==> src/rtl/sram_trng_readback.sv <==
// Streams a block of SRAM-TRNG bytes from the single-port RAM to the microprocessor
// over an 8-bit bus using a four-phase valid/ack handshake.
module sram_trng_readback #(
   parameter int ADDR_W = 10,
   parameter int DATA_W = 8
) (
   input  logic              clk,
   input  logic              rst,
   input  logic              start,
   input  logic [ADDR_W-1:0] base_addr,
   input  logic [ADDR_W:0]   len,
   output logic [ADDR_W-1:0] ram_addr,
   input  logic [DATA_W-1:0] ram_q,
   output logic [DATA_W-1:0] uproc_dout,
   output logic              uproc_valid,
   input  logic              uproc_ack,
   output logic              busy,
   output logic              done
);

   typedef enum logic [2:0] {
      IDLE    = 3'd0,
      RD_WAIT = 3'd1,
      RD_CAP  = 3'd2,
      PRESENT = 3'd3,
      RELEASE = 3'd4
   } state_t;

   state_t          state;
   logic [ADDR_W:0] remaining;
   logic            ack_p0;
   logic            ack_s;
   // Set once ack_s has been seen low while a byte is on the bus, so a stale
   // high ack left over from before the byte cannot consume it.
   logic            armed;

   always_ff @(posedge clk) begin
      if (rst) begin
         state       <= IDLE;
         ram_addr    <= '0;
         remaining   <= '0;
         uproc_dout  <= '0;
         uproc_valid <= 1'b0;
         busy        <= 1'b0;
         done        <= 1'b0;
         ack_p0      <= 1'b0;
         ack_s       <= 1'b0;
         armed       <= 1'b0;
      end else begin
         ack_p0 <= uproc_ack;
         ack_s  <= ack_p0;
         done   <= 1'b0;

         case (state)
            IDLE: begin
               if (start) begin
                  if (len == '0) begin
                     done <= 1'b1;
                  end else begin
                     ram_addr  <= base_addr;
                     remaining <= len;
                     busy      <= 1'b1;
                     state     <= RD_WAIT;
                  end
               end
            end

            RD_WAIT: state <= RD_CAP;

            RD_CAP: begin
               uproc_dout  <= ram_q;
               uproc_valid <= 1'b1;
               armed       <= ~ack_s;
               state       <= PRESENT;
            end

            PRESENT: begin
               if (!ack_s) begin
                  armed <= 1'b1;
               end else if (armed) begin
                  uproc_valid <= 1'b0;
                  remaining   <= remaining - 1'b1;
                  ram_addr    <= ram_addr + 1'b1;
                  state       <= RELEASE;
               end
            end

            RELEASE: begin
               if (!ack_s) begin
                  if (remaining != '0) begin
                     state <= RD_WAIT;
                  end else begin
                     busy  <= 1'b0;
                     done  <= 1'b1;
                     state <= IDLE;
                  end
               end
            end

            default: state <= IDLE;
         endcase
      end
   end

endmodule

==> config.mk <==
export PLATFORM = sky130hd
export DESIGN_NAME = sram_trng_readback
export DESIGN_NICKNAME = d
export VERILOG_FILES = /design/src/rtl/sram_trng_readback.sv
export SDC_FILE = /design/constraint.sdc
export NUM_CORES = 1
export LEC_CHECK = 0
export CAP_MARGIN = 20
export CORE_AREA = 2 2 60 67
export DETAILED_ROUTE_END_ITERATION = 10
export DIE_AREA = 0 0 62 69
export DONT_BUFFER_PORTS = 1
export GPL_ROUTABILITY_DRIVEN = 0
export PLACE_DENSITY = 0.74
export SETUP_SLACK_MARGIN = 0.1
export SKIP_CTS_REPAIR_TIMING = 1
export SYNTH_ARGS = -nofsm -noshare
export SYNTH_HDL_FRONTEND = slang
export SYNTH_SLANG_ARGS = --single-unit
==> constraint.sdc <==
create_clock -name clk -period 2.2 [get_ports clk]
set_input_delay 0.44 -clock clk [delete_from_list [all_inputs] [get_ports clk]]
set_output_delay 0.44 -clock clk [all_outputs]
set_load 0.1 [all_outputs]
======== Yosys cells after proc, flatten, opt, wreduce, memory -nomap -nowiden ========
Index checks and enable logic that the tools add are counted.
word-level totals
  register bits after elaboration ......... 38
  latch bits .............................. 0
  memory bits (writable) .................. 0
  ROM bits ................................ 0
  output and inout bits ................... 21
  memories kept ........................... 0
operators by class
  $add $sub $neg .......................... 2
  multiply operators ...................... 0
  divide/modulo/power cells ............... 0
  order comparisons ....................... 0
  eq/ne operators ......................... 11
  shift operators ......................... 0
  mux-type cells .......................... 32
  bitwise gates (word level) .............. 1
  reduce and logical (&&, ||, !) cells .... 11
operator list
  operator                                              number
  two-way mux 11 bit                                    4
  two-way mux 10 bit                                    4
  case mux 11 bit (2 select lines)                      1
  case mux 10 bit (2 select lines)                      1
  two-way mux 3 bit                                     5
  case mux 3 bit (5 select lines)                       1
  AND reduction 5 bit                                   3
  != test 2 bit (second input constant)                 7
  two-way mux 1 bit                                     12
  logical NOT 11 bit                                    1
  nonzero test 11 bit                                   1
  subtractor 11 x 1 -> 11 bit (second input constant)   1
  adder 10 x 1 -> 10 bit (second input constant)        1
  case mux 1 bit (2 select lines)                       4
  equality test 3 x 2 -> 1 bit (second input constant)  2
  nonzero test 2 bit                                    3
  equality test 3 x 1 -> 1 bit (second input constant)  1
  equality test 3 bit (second input constant)           1
  logical NOT 3 bit                                     1
  AND reduction 3 bit                                   1
  AND reduction 2 bit                                   1
  NOT 1 bit                                             1

======== Depth between registers and ports, before layout ========
Gate-level depths: netlist (run 1).
  word-level depth ........................ 4
  depth in mapped cells ................... 7
  gate-level depth less buffers ........... 6

======== Worst setup path before layout (run 1) ========
Ideal clock, no wire load.
  path type ............................... reg-to-reg
  start ................................... register ram_addr[0]
  end ..................................... register ram_addr[8]
  setup time .............................. 0.139 ns
  arrival ................................. 2.179 ns
  setup slack ............................. -0.118 ns
  stages on the path, launching flop included .. 6
  path buffers ............................ 0
  clock period less this slack ............ 2.318 ns
  cell sequence ........................... dfxtp_1 -> ha_1 -> nand3_1 -> or4_1 -> o21ai_0 -> a211oi_1
between the ends
  word-level cells in the longest chain between the ends .. 4
RTL lines
  item                              line  RTL
  start: declaration                12    output logic [ADDR_W-1:0] ram_addr,
  start signal: assignment          60    ram_addr <= base_addr;
  start signal: assignment          83    ram_addr <= ram_addr + 1'b1;
  adder 10 x 1 -> 10 bit            83
  two-way mux 10 bit                80    end else if (armed) begin
  two-way mux 10 bit                78    if (!ack_s) begin
  case mux 10 bit (2 select lines)  54    case (state)
No other way between the ends. The select of a mux whose other input is x is not followed.
A chain may end at the register's enable or synchronous reset.

======== Worst setup path in the final report (run 1) ========
  start ................................... register state[0]
  end ..................................... register ram_addr[9]
between the ends
  word-level cells in the longest chain between the ends .. 3
  elaborated cells between the ends (all ways) .. 9
  classes of those cells .................. eq/ne (5); mux (1); reduce/logical (3)
RTL lines
  item                                                                         line  RTL
  start: declaration                                                           29    state_t state;
  start signal: assignment                                                     39    state <= IDLE;
  start signal: assignment                                                     63    state <= RD_WAIT;
  start signal: assignment                                                     68    RD_WAIT: state <= RD_CAP;
  equality test 3 x 2 -> 1 bit / logical NOT 3 bit (equally long branches)     54
  != test 2 bit (no source line) / nonzero test 2 bit (equally long branches)  n/a
  AND reduction 5 bit (no source line)                                         n/a
Parallel ways exist; a longest one is shown, timed or not.

==> out/qor.yml, run 1 <==
start_util: 0.583
max_stage_delay_ns: 0.45
p_leak_nw: 0.888
critical_path.top_delay_family: "simple AND/OR/NAND/NOR gates"
io_pins: 54
fmax_ghz: 0.547
routed-wl-met3_microns: 280
die_area_sq_um: 4280
grt_pass1_vias: 1817
end_kind: "flop"
htreeDepth: 2
p_sw_w: 0.000771
synthTopCellsByArea: "dfxtp_1 36%, nand2_1 6.4%, a21oi_1 5.5%"
rows: 23
top_layer: "met4"
areaGrowthSynthToFinish_pct: 14.3
regArea_sq_um: 766
cts.sinks: 38
viasPerCell: 6.33
crit_required_ns: 2.39
yosys_register_bits: 38
synth.largest_area_cell: "dfxtp_1"
ant_nets: 0
nNetsFinal: 309
fin_skew_ns: 0.00871
clk_pin_slew_ns: 0.07
max_slew_margin: 0.529
port_buffers: 0
num_vias: 2058
yosys_warnings: 0
totalWireLength_mm: 5.26
root_buffer: "clkbuf_8"
power.density_nw_per_um2: 851
dr.pass1.iters: 4
synthCells: 258
yosysSeqAreaShare: 0.363
swShare: 0.379
setup_tns_ns: 0
cts_tree: "done"
placed_cell_area_sq_um: 2290
worstMarginPinSlew_ns: 0.701
grt_overflow: 0
grt_antenna_before_repair: 0
drcViolationCount: 0
crit_chain: "or3b_4 > a21oi_4 > nand2_2 > o32ai_1"
cap_viol_max_count: 0
synth_top_area_frac: 0.363
die_w_microns: 62
num_antenna_cells: 0
drt_iter0_markers: 135
clockBufferDepth: 2
p_seq_frac: 0.400
cp_slowest_cell: "or3b_4"
grt_pass1_wl_mm: 8.60
r2r_cells: 4
p_clk_frac: 0.285
synthArstFlopShare: 0
syn_area_per_cell_sq_um: 8.12
multi_input_area_sq_um: 1220
fin_cells: 325
synth-edff-count: 0
insertion_delay_ns: 0.29
numCtsBuffers: 5
final_max_slew_viol_count: 0
rsz0062_at_grt: "false"
synth_area_sq_um: 2100
coreArea_sq_um: 3600
nFillCells: 343
p_int_w: 0.00127
yosysUniqueCellTypes: 53
grt_start_max_net_pins: 37
setup_violations: 0
irDropWorstVdd_uv: 476
synth-main-ff-cell: "dfxtp_1"
cp.arrival_ns: 2.02
synth_nets: 293
final_area_sq_um: 2390
min_path_cells: 1
drive_gt1_frac: 0.178
pwr-share-comb: 0.315
crit_type: "reg -> reg"
layout_min_cycle_time_ns: 1.83
min_path_type: "in -> reg"
finalHoldViolCount: 0
cp_num_cells: 4
critPathMaxFanout: 13
grt_usage: 0.255
post_drt_wl_per_cell_microns: 16.2
period_share: 0.831
cp-start-kind: "flop"
dr_wl_met2_mm: 2.58
die_h_microns: 69
critPathBufInv: 0
outcome: "finished, final reports clean"
dpl.hpwl_mm: 3.66
r2r_slack_ns: 0.37
dp_cells: 317
drt-met1-wl_mm: 2.32
layout by cell type (no fill, tap or decap), types with 2 or more instances in the layout:
cell      synthesis  routed
nand3_1           8       8
nand2b_1          4       4
a31oi_1          10      10
buf_4             0      27
nor3_1            9       9
o211ai_1          4       4
a211oi_1          2       2
clkbuf_8          0       5
dfxtp_1          38      34
o311ai_0          4       4
clkinv_2          0       2
nor2_1           13      13
and2_1            6       6
inv_1             5       5
a211o_1           2       2
nor4_1            5       5
a32o_1            2       2
nand3b_1          3       3
a21o_1            2       2
dfxtp_2           0       4
o32ai_1           3       3
o21ai_0           6       6
ha_1              2       2
a311oi_1          3       3
o31ai_1          11      11
a21oi_1          23      23
a22oi_1           3       3
nand2_1          36      36
nor2b_1           2       2
and3_1            3       3
or4_1             4       4
nand4_1           3       3
o311ai_2          2       2
registers in the layout, indices dropped and copies added, names as in the netlist:
register / count
uproc_dout: 8
done: 1
busy: 1
ack_s: 1
ack_p0: 1
state: 3
armed: 1
remaining: 11
ram_addr: 10
uproc_valid: 1
path summary, 6_finish.rpt:
path	startpoint	end
worst max-delay path	state[0]	ram_addr[9]
worst min-delay path	rst	uproc_valid
worst max register to register	state[0]	ram_addr[9]
worst min register to register	ack_p0	ack_s
synthesized netlist by cell type, types with 3 or more instances:
library cell,instances
dfxtp_1,38
nor2_1,13
o31ai_1,11
nand3b_1,3
inv_1,5
o211ai_1,4
o311ai_0,4
a31oi_1,10
nand4_1,3
a21oi_1,23
nand3_1,8
or4_1,4
nor4_1,5
o21ai_0,6
and2_1,6
nand2b_1,4
buf_6,3
a311oi_1,3
o32ai_1,3
clkbuf_1,11
nand2_1,36
a22oi_1,3
buf_2,5
and3_1,3
nor3_1,9
power by group through the flow:
stage | clock network (W) | registers [W] | logic [W]
3_3_place_gp | 0 | 0.000827 | 0.000638
3_5_place_dp | 0 | 0.000829 | 0.000640
5_1_grt | 0.000623 | 0.000826 | 0.000686
6_report | 0.000581 | 0.000815 | 0.000642
2_1_floorplan | 0 | 0.00106 | 0.000298
4_1_cts | 0.000589 | 0.000813 | 0.000641
per-layer routing:
metal  vias up  GRT usage
li1       1009          -
met1       969      0.325
met2        70      0.414
met3        10     0.0582
met4         0     0.0780
met5         -          0
cell type report:
cell class	instances	share of cell area
multi-input cells	196	0.508
flip-flops and latches	38	0.320
repair buffers	28	0.0930
clock buffers	5	0.0287
well taps	50	0.0261
clock inverters	3	0.0167
inverters	5	0.00784
per-stage QoR:
| stage | util | setup slack [ns] | hold WS, ns | power [W] |
|---|---|---|---|---|
| final | 0.666 | 0.372 | 0.210 | 0.00204 |
| after global routing | 0.666 | 0.214 | 0.192 | 0.00213 |
| after CTS | 0.666 | 0.379 | 0.200 | 0.00204 |
| after detailed placement | 0.635 | 0.378 | 0.433 | 0.00147 |
| after global placement | 0.635 | 0.385 | 0.431 | 0.00146 |
| after floorplan | - | 0.144 | 0.414 | 0.00135 |
cells by family (layout without fill, tap and decap cells):
logic type      after synthesis  after routing  share of synthesized area
compound gates               87             87                      0.301
flops                        38             38                      0.363
fa+ha+maj                     2              2                     0.0119
buf+inv                      24             41                     0.0567
simple gates                107            107                      0.267
(Power assumes the default switching activity.)
==> run 2: changes to the inputs <==
clock period = 1.9 ns   (was 2.2 ns; I/O delays follow)
==> run 2 against run 1 <==
Net effect:
- total power is 19% higher
- clock power is 16% higher
- maximum frequency is 8.2% higher
- clock-buffer cell count is 2 higher
- sequential share of layout area is 1.1 points lower
- highest routed layer unchanged
==> out/qor.yml, run 2 (synthesis gave the netlist of run 1 again) <==
outcome: "finished, final reports clean"  # unchanged
finalHoldViolCount: 0  # unchanged
totalWireLength_mm: 5.51  # was 5.26 mm
num_antenna_cells: 0  # unchanged
post_drt_wl_per_cell_microns: 16.5  # was 16.2 microns
top_regs: "remaining x11, ram_addr x10, uproc_dout x8"  # unchanged
largest_register_ffs: 11  # unchanged
grt_pass1_vias: 1897  # was 1817
reg2reg_from: "state[1]"  # was state[0]
grt_start_max_net_pins: 37  # unchanged
min_path_cells: 1  # unchanged
viasPerCell: 6.29  # was 6.33
die_w_microns: 62  # unchanged
io_pins: 54  # unchanged
root_buffer: "clkbuf_8"  # unchanged
rsz0062_at_grt: "false"  # unchanged
fmax_ghz: 0.592  # was 0.547 GHz
cts.sinks: 38  # unchanged
mostFrequentLayoutCells: "36 x nand2_1, 36 x buf_4, 30 x dfxtp_1, 23 x a21oi_1, 13 x nor2_1"  # was 36 x nand2_1, 34 x dfxtp_1, 27 x buf_4, 23 x a21oi_1, 13 x nor2_1
fin_skew_ns: 0.00663  # was 0.00871 ns
port_buffers: 0  # unchanged
regMostFlops: "remaining"  # unchanged
p_leak_nw: 0.939  # was 0.888 nW
num_vias: 2106  # was 2058
cts_tree: "done"  # unchanged
coreArea_sq_um: 3600  # unchanged
htreeDepth: 2  # unchanged
drcViolationCount: 0  # unchanged
cp.arrival_ns: 1.87  # was 2.02 ns
period_share: 0.889  # was 0.831
max_slew_margin: 0.626  # was 0.529
grt_usage: 0.269  # was 0.255
grt_overflow: 0  # unchanged
end_kind: "flop"  # unchanged
numCtsBuffers: 5  # unchanged
cp-start-kind: "flop"  # unchanged
hold_start: "rst"  # unchanged
clockBufferDepth: 2  # unchanged
worstMarginPinSlew_ns: 0.560  # was 0.701 ns
areaGrowthSynthToFinish_pct: 19.2  # was 14.3%
irDropWorstVdd_uv: 448  # was 476 uV
crit_type: "reg -> reg"  # unchanged
start_util: 0.583  # unchanged
dr.pass1.iters: 5  # was 4
crit_required_ns: 2.08  # was 2.39 ns
dp_cells: 325  # was 317
final_max_slew_viol_count: 0  # unchanged
cap_viol_max_count: 0  # unchanged
fin_cells: 335  # was 325
dpl.hpwl_mm: 3.80  # was 3.66 mm
power_w: 0.00243  # was 0.00204 W
r2r-end: "ram_addr[2]"  # was ram_addr[9]
r2r_slack_ns: 0.21  # was 0.37 ns
power.density_nw_per_um2: 975  # was 851 nW/um^2
drt_iter0_markers: 145  # was 135
critPathMaxFanout: 8  # was 13
drive_gt1_frac: 0.221  # was 0.178
setup_violations: 0  # unchanged
clk_pin_slew_ns: 0.07  # about the same
nNetsFinal: 319  # was 309
whs_endpoint: "remaining[0]"  # was uproc_valid
grt_pass1_wl_mm: 8.93  # was 8.60 mm
die_h_microns: 69  # unchanged
nFillCells: 318  # was 343
r2r_cells: 5  # was 4
die_area_sq_um: 4280  # unchanged
layout_min_cycle_time_ns: 1.69  # was 1.83 ns
grt_antenna_before_repair: 0  # unchanged
rows: 23  # unchanged
min_path_type: "in -> reg"  # unchanged
insertion_delay_ns: 0.29  # about the same
ant_nets: 0  # unchanged
==> run 2: cell count changes in the layout (fill, tap and decap cells not counted), moves of 2 or more <==
| cell | before | now |
|---|---|---|
| dfxtp_2 | 4 | 8 |
| buf_4 | 27 | 36 |
| dfxtp_1 | 34 | 30 |
| clkinv_2 | 2 | 0 |
| clkbuf_1 | 0 | 2 |
| o311ai_1 | 0 | 3 |
| o311ai_0 | 4 | 1 |
==> run 2: cell type report <==
type / instances / area, sq um / share of cell area
tap: 50 / 62.6 / 0.0251
sequential: 38 / 771 / 0.309
multi-input combinational: 196 / 1230 / 0.492
timing repair buffer: 38 / 310 / 0.124
clock buffer: 7 / 76.3 / 0.0306
clock inverter: 1 / 30.0 / 0.0120
inverter: 5 / 18.8 / 0.00752
==> run 2: routing by layer <==
layer,vias up,part of all wire,GRT usage
met1,979,0.43,0.367
met4,0,0.015,0.0709
met5,-,0,0
met2,87,0.49,0.420
li1,1032,-,-
met3,8,0.064,0.0582
==> run 2: critical path: stages (launching register included) <==
cell	delay, ns
dfxtp_1	0.38
or3b_4	0.43
a21oi_4	0.26
buf_12	0.16
o211ai_1	0.08
a32o_1	0.28
==> run 2: through the flow <==
stage               TNS [ns]  hold slack [ns]  cell area (sq um)  setup WS [ns]   util
detailed placement         0            0.435               2350         0.0836  0.653
floorplan            -0.0218            0.414               2100        -0.0218      -
global route               0            0.126               2500         0.0862  0.694
CTS                        0            0.138               2460         0.0714  0.683
finish                     0            0.141               2500          0.211  0.694
global placement           0            0.429               2350          0.132  0.653
==> run 2: power by group <==
| part | switching (W) | internal [W] |
|---|---|---|
| Sequential | 0.0000753 | 0.000873 |
| Clock | 0.000283 | 0.000393 |
| Combinational | 0.000552 | 0.000257 |
==> run 2: how the worst max path moves through the flow <==
stage | from | endpoint | slack [ns] | cells past startpoint
after floorplan | ram_addr[0] | ram_addr[8] | -0.02 | 5
after global placement | state[0] | remaining[6] | 0.13 | 4
after detailed placement | state[0] | remaining[6] | 0.08 | 4
after CTS | state[0] | remaining[8] | 0.07 | 4
after global routing | state[1] | ram_addr[6] | 0.09 | 5
final | state[1] | ram_addr[2] | 0.21 | 5
==> run 3: changes to the inputs <==
SLEW_MARGIN = 0   (was default)
==> results of run 3 <==
The final DEF is identical to that of run 2; final timing and power are the same.
